--- src/rtl/fetch_unit.sv ---
// fetch_unit: single-outstanding instruction fetch stage with stall, redirect and decoder field slicing
// Ports:
//   clk, nReset                 clock, asynchronous active-low reset
//   imemReq, imemAddr           one-cycle fetch strobe and word-aligned address
//   imemRvalid, imemRdata       instruction memory response
//   stall                       downstream hold of the presented instruction
//   redirect, redirectPc        taken branch/jump and its target
//   instr, pc, instrValid       registered instruction, its address, and valid
//   opcode, ctrl, illegal       decoder fields sliced from instr
module fetch_unit #(
    parameter int              XLEN     = 32,
    parameter logic [XLEN-1:0] RESET_PC = '0
) (
    input  logic            clk,
    input  logic            nReset,
    output logic            imemReq,
    output logic [XLEN-1:0] imemAddr,
    input  logic            imemRvalid,
    input  logic [31:0]     imemRdata,
    input  logic            stall,
    input  logic            redirect,
    input  logic [XLEN-1:0] redirectPc,
    output logic [31:0]     instr,
    output logic [XLEN-1:0] pc,
    output logic            instrValid,
    output logic [4:0]      opcode,
    output logic [3:0]      ctrl,
    output logic            illegal
);
    typedef enum logic [1:0] {IDLE, FETCH, WAIT, HOLD} state_t;
    localparam logic [4:0] OP = 5'b01100;
    localparam logic [4:0] OPIMM = 5'b00100;
    state_t state, state_d;
    logic [XLEN-1:0] fetch_pc, fetch_pc_d;
    logic discard, discard_d, valid_d, rsp, capture, redir, pend;
    assign redir = redirect && state != IDLE;
    assign rsp = state == WAIT && imemRvalid;
    assign capture = rsp && !discard && !redir;
    // a request is still in flight after this cycle: issued now, or waited on without a response
    assign pend = state == FETCH || (state == WAIT && !imemRvalid);
    always_comb begin
        state_d = state;
        case (state)
            IDLE:  state_d = FETCH;
            FETCH: state_d = WAIT;
            WAIT:  state_d = rsp ? ((capture && stall) ? HOLD : FETCH) : WAIT;
            HOLD:  state_d = stall ? HOLD : FETCH;
        endcase
        discard_d = rsp ? 1'b0 : discard;
        fetch_pc_d = capture ? fetch_pc + XLEN'(4) : fetch_pc;
        valid_d = capture || (instrValid && stall);
        if (redir) begin
            state_d = pend ? WAIT : FETCH;
            discard_d = pend;
            fetch_pc_d = redirectPc & ~XLEN'(3);
            valid_d = 1'b0;
        end
    end
    always_ff @(posedge clk or negedge nReset)
        if (!nReset) state <= IDLE;
        else state <= state_d;
    always_ff @(posedge clk or negedge nReset)
        if (!nReset) begin
            fetch_pc   <= RESET_PC;
            discard    <= 1'b0;
            instrValid <= 1'b0;
            instr      <= 32'h0000_0013;
            pc         <= RESET_PC;
        end else begin
            fetch_pc   <= fetch_pc_d;
            discard    <= discard_d;
            instrValid <= valid_d;
            if (capture) begin
                instr <= imemRdata;
                pc    <= fetch_pc;
            end
        end
    assign imemReq = state == FETCH;
    assign imemAddr = fetch_pc & ~XLEN'(3);
    assign opcode = instr[6:2];
    // funct7 bit 5 only selects SUB/SRA for register ops and shift-immediates; elsewhere it is immediate data
    assign ctrl = {instr[30] && (opcode == OP || (opcode == OPIMM && instr[14:12] == 3'b101)), instr[14:12]};
    assign illegal = instr[1:0] != 2'b11;
endmodule

--- config.mk ---
export PLATFORM = sky130hd
export DESIGN_NAME = fetch_unit
export DESIGN_NICKNAME = d
export VERILOG_FILES = /design/src/rtl/fetch_unit.sv
export SDC_FILE = /design/constraint.sdc
export NUM_CORES = 1
export LEC_CHECK = 0
export BUFFER_PORTS_ARGS = -buffer_cell sky130_fd_sc_hd__buf_2
export CORE_ASPECT_RATIO = 0.75
export CORE_MARGIN = 2
export CORE_UTILIZATION = 41
export DETAILED_ROUTE_END_ITERATION = 6
export MAX_ROUTING_LAYER = met4
export PLACE_DENSITY = 0.69
export SETUP_SLACK_MARGIN = 0.15
export SLEW_MARGIN = 20
export SYNTH_ARGS = -nofsm -noshare
export SYNTH_HDL_FRONTEND = slang
export SYNTH_SLANG_ARGS = --single-unit
--- constraint.sdc ---
create_clock -name clk -period 2.2 [get_ports clk]
set_clock_uncertainty 0.05 [all_clocks]
set_input_delay 0.22 -clock clk [delete_from_list [all_inputs] [get_ports clk]]
set_output_delay 0.22 -clock clk [all_outputs]
set_load 0.02 [all_outputs]
==> results of run 1 <==
## routing by layer
layer	vias up	part of all wire (%)	global-route usage [%]
li1	1958	-	-
met1	1951	47	30.8
met2	159	44	32.4
met3	20	7.0	5.10
met4	0	2.1	7.77
met5	-	0	-
## cell usage in the layout, fill, tap and decap left out, types with 3 or more instances in the layout
| cell | instances |
|---|---|
| a21oi_1 | 5 |
| a221o_1 | 3 |
| a22oi_1 | 6 |
| buf_2 | 169 |
| buf_4 | 21 |
| bufinv_16 | 3 |
| clkbuf_16 | 9 |
| conb_1 | 4 |
| dfrtp_1 | 90 |
| dfrtp_2 | 3 |
| dfstp_2 | 3 |
| nand2_1 | 216 |
| nand3_1 | 12 |
| nand4_1 | 11 |
| nor2_1 | 12 |
| nor3_1 | 6 |
| nor4_1 | 4 |
| o21ai_0 | 21 |
| o21ai_1 | 5 |
| xnor2_1 | 15 |
| xor2_1 | 10 |
## worst max-delay path, stage by stage (launching register included)
cell and delay [ns]:
dfrtp_1 0.48, nand3_1 0.18, or4_4 0.58, nor3_2 0.20, mux2i_1 0.10, a221o_1 0.26
## power breakdown
group / internal [mW] / leakage, nW / switching (mW)
Sequential: 2.49 / 1.20 / 0.680
Combinational: 1.15 / 1.70 / 2.09
Clock: 1.17 / 0.172 / 0.659
## cells in the mapped netlist (all sizes together), types with 4 or more instances
library cell / instances / share of area (%)
dfrtp: 93 / 53
xnor2: 15 / 3.0
nor2: 13 / 1.1
nand3: 13 / 1.5
nor3: 7 / 0.91
xor2: 10 / 2.0
a21oi: 5 / 0.57
nand2: 216 / 18
buf: 18 / 3.3
o21ai: 26 / 2.9
a22oi: 6 / 1.0
nor4: 8 / 1.3
and3: 4 / 0.62
nand4: 12 / 1.8
clkbuf: 18 / 1.5
## flip-flops by register name (all words and copies together) (netlist names)
signal      cells
discard         1
fetch_pc       30
instr          32
pc             30
state           2
instrValid      1
## cell families (layout without fill, tap and decap cells)
| logic type | count (synthesis) | count (layout) | share of synthesized area, % |
|---|---|---|---|
| XOR/XNOR | 25 | 25 | 4.95 |
| AO/OA/AOI/OAI | 47 | 47 | 6.43 |
| buffers and inverters | 38 | 210 | 4.95 |
| flip-flops | 96 | 96 | 54.4 |
| AND/OR/NAND/NOR | 288 | 288 | 28.4 |
| adder cells (fa/ha/maj) | 1 | 1 | 0.283 |
| other | 1 | 4 | 0.0849 |
| multiplexers | 2 | 2 | 0.453 |
## worst paths after layout
kind	from	end	slack, ns	cells past startpoint
setup / recovery	fetch_pc[4]$_DFFE_PN0P_	fetch_pc[27]$_DFFE_PN0P_	0.23	5
hold / removal	imemRdata[29]	instr[29]$_DFFE_PN0N_	0.01	3
setup reg to reg	fetch_pc[4]$_DFFE_PN0P_	fetch_pc[27]$_DFFE_PN0P_	0.23	5
hold reg to reg	instr[10]$_DFFE_PN0N_	instr[10]$_DFFE_PN0N_	0.42	2
max in group asynchronous	nReset	instr[0]$_DFFE_PN1N_	0.99	3
min in group asynchronous	nReset	pc[4]$_DFFE_PN0N_	0.39	2
## per-stage QoR
step                      utilization, %  cell area [um2]  hold WS (ns)  setup slack (ns)
after floorplan                        -             4430        -0.126             0.216
after global routing                56.4             5850        0.0111             0.138
after global placement              52.3             5420         0.232             0.167
after CTS                           55.9             5800       0.00275             0.150
after detailed placement            52.3             5420         0.239             0.116
final                               56.4             5850        0.0110             0.232
## final cells by class
class | count | area (um2) | share of cell area [%]
Timing Repair Buffer | 192 | 1030 | 17.7
Clock inverter | 5 | 103 | 1.75
Clock buffer | 11 | 253 | 4.32
Tap cell | 136 | 170 | 2.91
Multi-Input combinational cell | 367 | 1870 | 32.0
Inverter | 2 | 7.51 | 0.128
Sequential cell | 96 | 2410 | 41.2
## repair_timing
item,4_1_cts,5_1_grt
gates resized for setup,2,10
endpoints found under the hold margin,45,0
hold buffers,1,0
endpoints found under the setup margin,2,10
pin swaps,0,0
==> PnR_summary.wiki, run 1 <==
{| class="wikitable"
! Metric !! Value
|-
| Via count || 4088
|-
| Area enclosed by the die boundary || 0.0116 mm2
|-
| Overall power of the completed layout || 8.23 mW
|-
| Clock insertion delay at the later pin of the skew report || 0.34 ns
|-
| Number of global-route vias before repair || 3883
|-
| Data required time of the critical path || 2.38 ns
|-
| Effective utilization at floorplan || 42.6%
|-
| Number of cells in the finished layout apart from fillers || 809
|-
| DPL Wire Length || 9.03 mm
|-
| Number of endpoints failing setup at the final stage || 0
|-
| Arrival @ worst endpoint || 2.15 ns
|-
| Placeable core area || 0.0104 mm2
|-
| Placed Cells incl. Taps || 792
|-
| Cts bufs inserted || 9
|-
| Final-stage net count || 738
|-
| TritonCTS clock tree || built
|-
| Post-CTS Setup Repair Bufs || 0
|-
| Measured slew at the worst slew-check pin || 0.867 ns
|-
| Number of H-tree levels || 3
|-
| Synthesized netlist cell count || 498
|-
| Sum of negative setup slack || 0 ns
|-
| Final Hold Viols || 0
|-
| Total Wirelength || 12.4 mm
|-
| Count of unique library cells instantiated by Yosys || 47
|-
| Maximum capacitance violations || 0
|-
| Prevailing post-synth register cell || dfrtp_1
|-
| Outcome || complete, no violations
|-
| Height of the chip || 93.9 um
|-
| Number of rows created at floorplan || 32
|-
| Worst Setup End Kind || flip-flop
|-
| GR Util All Layers || 22.3%
|-
| Mean post-synth cell area || 8.87 um2
|-
| Largest voltage drop on the vdd net || 0.681 mV
|-
| Seq/Total Area, Yosys || 54.4%
|-
| Area of the mapped netlist || 0.00442 mm2
|-
| Crit path time final || 1.97 ns
|-
| # fillers || 956
|-
| First-pass GRT wire length || 19.4 mm
|-
| Overall overflow remaining after global route || 0
|-
| Buffers on Ports || 170
|-
| Relative slew slack || 42.0%
|-
| Flip-flop and latch count after synthesis || 96
|-
| Count of inserted antenna diode cells || 0
|-
| Portion of the clock cycle consumed by the worst path in the final layout || 89.4%
|-
| Setup repair after global routing missed its margin || no
|-
| Count of synthesis-stage warnings from yosys || 0
|-
| Achievable clock frequency || 0.508 GHz
|-
| Leakage || 3.07 nW
|-
| Total DRC errors in the routed layout || 0
|-
| Count of TritonRoute iterations in the first routing pass || 5
|-
| Top-Level Pins || 177
|-
| Critical Path Source Type || flip-flop
|-
| Power density normalized to cell area || 1410 mW/mm2
|-
| Clock buffer depth || 2
|-
| Die W || 124 um
|-
| First DRT Iteration DRCs || 285
|-
| Worst-path fanout max || 7
|-
| Count of final max-slew check failures || 0
|-
| Share of synthesized registers carrying an async set or reset || 100%
|-
| Clk pin slew, worst setup/hold paths || 0.07 ns
|-
| Post-detailed-route count of antenna-violating nets || 0
|-
| Crit path kind || flip-flop to flip-flop
|-
| Number of enable flip-flop cells after synthesis || 0
|-
| Post-DR wirelength/cell || 15.4 um
|-
| Kind of path behind the tightest hold check || primary input to flip-flop
|-
| Area growth from synthesis to layout || 32.4%
|-
| Master cell of the clock root buffer || clkbuf_16
|-
| CTS sink cnt || 96
|-
| Maximum number of pins on one net before global-route repair || 51
|-
| Via/cell ratio || 5.05
|-
| Fraction of final layout cells with drive strength greater than 1 || 34.5%
|-
| Gpl congestion || 0.849
|-
| Antenna violations before repair || 0
|}
(Power assumes the default switching activity.)
==> inputs of run 2 (changes only) <==
--- a/config.mk
+++ b/config.mk
@@ -5,13 +5,14 @@
 export SDC_FILE = /design/constraint.sdc
 export NUM_CORES = 1
 export LEC_CHECK = 0
+export ABC_CLOCK_PERIOD_IN_PS = 1700
 export BUFFER_PORTS_ARGS = -buffer_cell sky130_fd_sc_hd__buf_2
 export CORE_ASPECT_RATIO = 0.75
 export CORE_MARGIN = 2
 export CORE_UTILIZATION = 41
 export DETAILED_ROUTE_END_ITERATION = 6
 export MAX_ROUTING_LAYER = met4
-export PLACE_DENSITY = 0.69
+export PLACE_DENSITY = 0.72
 export SETUP_SLACK_MARGIN = 0.15
 export SLEW_MARGIN = 20
 export SYNTH_ARGS = -nofsm -noshare
==> constraint.sdc (replaced) <==
create_clock -name clk -period 1.7 [get_ports clk]
set_clock_uncertainty 0.05 [all_clocks]
set_input_delay 0.17 -clock clk [delete_from_list [all_inputs] [get_ports clk]]
set_output_delay 0.17 -clock clk [all_outputs]
set_load 0.02 [all_outputs]
==> PnR_summary.wiki, run 2 (synthesized netlist as in run 1, its figures left out) <==
{| class="wikitable"
! Metric !! Value
|-
| Slack of the critical path || -0.337 ns (was 0.232 ns)
|-
| Height of the chip || 93.9 um (unchanged)
|-
| Relative contribution of the clock network to total power || 16.3% (was 22.2%)
|-
| Length of routed met2 wiring || 9.23 mm (was 5.46 mm)
|-
| Outcome || finished, violations left (was complete, no violations)
|-
| Hold Worst Slack || 0.000342 ns (was 0.0110 ns)
|-
| Overall overflow remaining after global route || 0 (unchanged)
|-
| Via count || 5102 (was 4088)
|-
| Gpl congestion || 0.933 (was 0.849)
|-
| Effective utilization at floorplan || 42.6% (unchanged)
|-
| Crit path time final || 2.04 ns (was 1.97 ns)
|-
| Met3 layer wire length in the routed design || 1.42 mm (was 872 um)
|-
| Worst R2R Start || fetch_pc[14]$_DFFE_PN0P_ (was fetch_pc[4]$_DFFE_PN0P_)
|-
| Total DRC errors in the routed layout || 0 (unchanged)
|-
| Setup repair after global routing missed its margin || yes (was no)
|-
| GR Util All Layers || 27.5% (was 22.3%)
|-
| # fillers || 637 (was 956)
|-
| Area of the multi-input gates || 0.00257 mm2 (was 0.00187 mm2)
|-
| DPL Wire Length || 9.63 mm (was 9.03 mm)
|-
| Largest reg by FF count || instr (unchanged)
|-
| Via/cell ratio || 5.43 (was 5.05)
|-
| Master cell of the clock root buffer || clkbuf_16 (unchanged)
|-
| Clock insertion delay at the later pin of the skew report || 0.35 ns (was 0.34 ns)
|-
| Placeable core area || 0.0104 mm2 (unchanged)
|-
| TritonCTS clock tree || built (unchanged)
|-
| Highest-count cells in the layout ignoring fill and taps || buf_2 (167), nand2_1 (117), dfrtp_1 (74), nand2_2 (65), buf_4 (63) (was nand2_1 (216), buf_2 (169), dfrtp_1 (90), o21ai_0 (21), buf_4 (21))
|-
| Switching pwr || 5.46 mW (was 3.43 mW)
|-
| Cell internal pwr || 6.95 mW (was 4.81 mW)
|-
| Leading registers by flop count || instr x32, fetch_pc x30, pc x30 (unchanged)
|-
| Power share of the sequential group || 32.9% (was 38.5%)
|-
| Number of endpoints failing setup at the final stage || 55 (was 0)
|-
| Antenna violations before repair || 1 (was 0)
|-
| Clock buffer depth || 2 (unchanged)
|-
| Area growth from synthesis to layout || 80.8% (was 32.4%)
|-
| Sum of negative setup slack || -4.59 ns (was 0 ns)
|-
| Achievable clock frequency || 0.491 GHz (was 0.508 GHz)
|-
| Violated checks || negative setup slack
|-
| Largest voltage drop on the vdd net || 1.02 mV (was 0.681 mV)
|-
| CTS sink cnt || 96 (unchanged)
|-
| Detailed-routing wirelength on met1 || 7.29 mm (was 5.82 mm)
|-
| Maximum number of pins on one net before global-route repair || 46 (was 51)
|-
| Buffers on Ports || 170 (unchanged)
|-
| Area enclosed by the die boundary || 0.0116 mm2 (unchanged)
|-
| Net Sw Frac || 44.0% (was 41.6%)
|-
| Post-DR wirelength/cell || 19.9 um (was 15.4 um)
|-
| First-pass GRT wire length || 23.6 mm (was 19.4 mm)
|-
| Final-stage net count || 866 (was 738)
|-
| Critical Path Source Type || flip-flop (unchanged)
|-
| Final Hold Viols || 0 (unchanged)
|-
| Cts bufs inserted || 9 (unchanged)
|-
| Data required time of the critical path || 1.87 ns (was 2.38 ns)
|-
| Die W || 124 um (unchanged)
|-
| Placed Cells incl. Taps || 829 (was 792)
|-
| Flip-flop and latch area || 0.00243 mm2 (was 0.00241 mm2)
|-
| Number of cells in the finished layout apart from fillers || 940 (was 809)
|-
| Kind of path behind the tightest hold check || primary input to flip-flop (unchanged)
|-
| Total Wirelength || 18.7 mm (was 12.4 mm)
|-
| Post-detailed-route count of antenna-violating nets || 0 (unchanged)
|-
| Number of H-tree levels || 3 (unchanged)
|-
| Top-Level Pins || 177 (unchanged)
|-
| Power density normalized to cell area || 1550 mW/mm2 (was 1410 mW/mm2)
|-
| Crit path kind || flip-flop to flip-flop (unchanged)
|-
| Clk pin slew, worst setup/hold paths || 0.07 ns (about the same)
|-
| Number of global-route vias before repair || 4778 (was 3883)
|-
| Maximum capacitance violations || 0 (unchanged)
|-
| Overall power of the completed layout || 12.4 mW (was 8.23 mW)
|-
| Worst Setup End Kind || flip-flop (unchanged)
|-
| Launch point of the critical path || fetch_pc[14]$_DFFE_PN0P_ (was fetch_pc[4]$_DFFE_PN0P_)
|-
| Number of rows created at floorplan || 32 (unchanged)
|-
| Number of flip-flops in the largest register || 32 (unchanged)
|-
| Most common cell after layout, fill and taps aside || buf_2 (was nand2_1)
|-
| Portion of the clock cycle consumed by the worst path in the final layout || 120% (was 89.4%)
|-
| Worst-path fanout max || 4 (was 7)
|-
| Share of the core filled with cells || 77.0% (was 56.4%)
|-
| First DRT Iteration DRCs || 413 (was 285)
|-
| Count of final max-slew check failures || 0 (unchanged)
|-
| Leakage || 4.25 nW (was 3.07 nW)
|-
| Count of TritonRoute iterations in the first routing pass || 5 (unchanged)
|-
| Launch point of the worst hold path || redirectPc[14] (was imemRdata[29])
|-
| Arrival @ worst endpoint || 2.21 ns (was 2.15 ns)
|-
| Top Layer Used || met4 (unchanged)
|-
| Fraction of final layout cells with drive strength greater than 1 || 58.3% (was 34.5%)
|-
| Combinational group share of total power || 50.8% (was 39.3%)
|}
==> run 2: critical path, cell delays in order (launching register included) <==
cell and delay [ns]:
dfrtp_2 0.39, nand4_1 0.25, or4_4 0.61, nor4_2 0.30, xnor2_1 0.19, o21ai_1 0.12
==> run 2: layer usage <==
metal  vias up  GRT usage, %
li1       2238             -
met1      2512          33.6
met2       291          44.1
met3        61          6.25
met4         0          11.3
met5         -             -
==> run 2: path summary, 6_finish.rpt <==
kind                                       endpoint  slack (ns)  depth (start not counted)
setup / recovery           fetch_pc[30]$_DFFE_PN0P_       -0.34                          5
hold / removal             fetch_pc[14]$_DFFE_PN0P_      0.0003                          3
setup reg to reg           fetch_pc[30]$_DFFE_PN0P_       -0.34                          5
hold reg to reg                   pc[9]$_DFFE_PN0N_        0.42                          2
max in group asynchronous  fetch_pc[16]$_DFFE_PN0P_        0.67                          3
min in group asynchronous         pc[2]$_DFFE_PN0N_        0.27                          2
==> run 2: layout make-up <==
type	instances	share of cell area [%]
flip-flops and latches	96	30.4
diodes	3	0.0940
repair buffers	319	31.4
clock buffers	9	2.82
inverters	2	0.0940
well taps	136	2.13
clock inverters	7	0.783
multi-input cells	368	32.2
==> run 2: power by group through the flow <==
stage               combinational [mW]  sequential (mW)  clock, mW
finish                            6.30             4.09       2.03
global route                      6.69             4.17       2.14
CTS                               5.45             3.95       2.03
detailed placement                4.87             3.94          0
global placement                  4.79             3.88          0
floorplan                         1.68             5.13          0
==> run 2: repair_timing <==
action / CTS / global route
hold buffers: 39 / 0
gates resized for setup: 75 / 174
buffers inserted: 24 / 18
cloned: 4 / 7
pin swaps: 45 / 100
endpoints found under the setup margin: 84 / 89
hold endpoints to repair: 67 / 0
==> run 2: metrics by stage <==
step / setup WS (ns) / area (um2)
2_1_floorplan: -0.123 / 4550
3_3_place_gp: -0.0934 / 5820
3_5_place_dp: -0.129 / 5820
4_1_cts: -0.0954 / 7100
5_1_grt: -0.434 / 7980
6_report: -0.337 / 7990
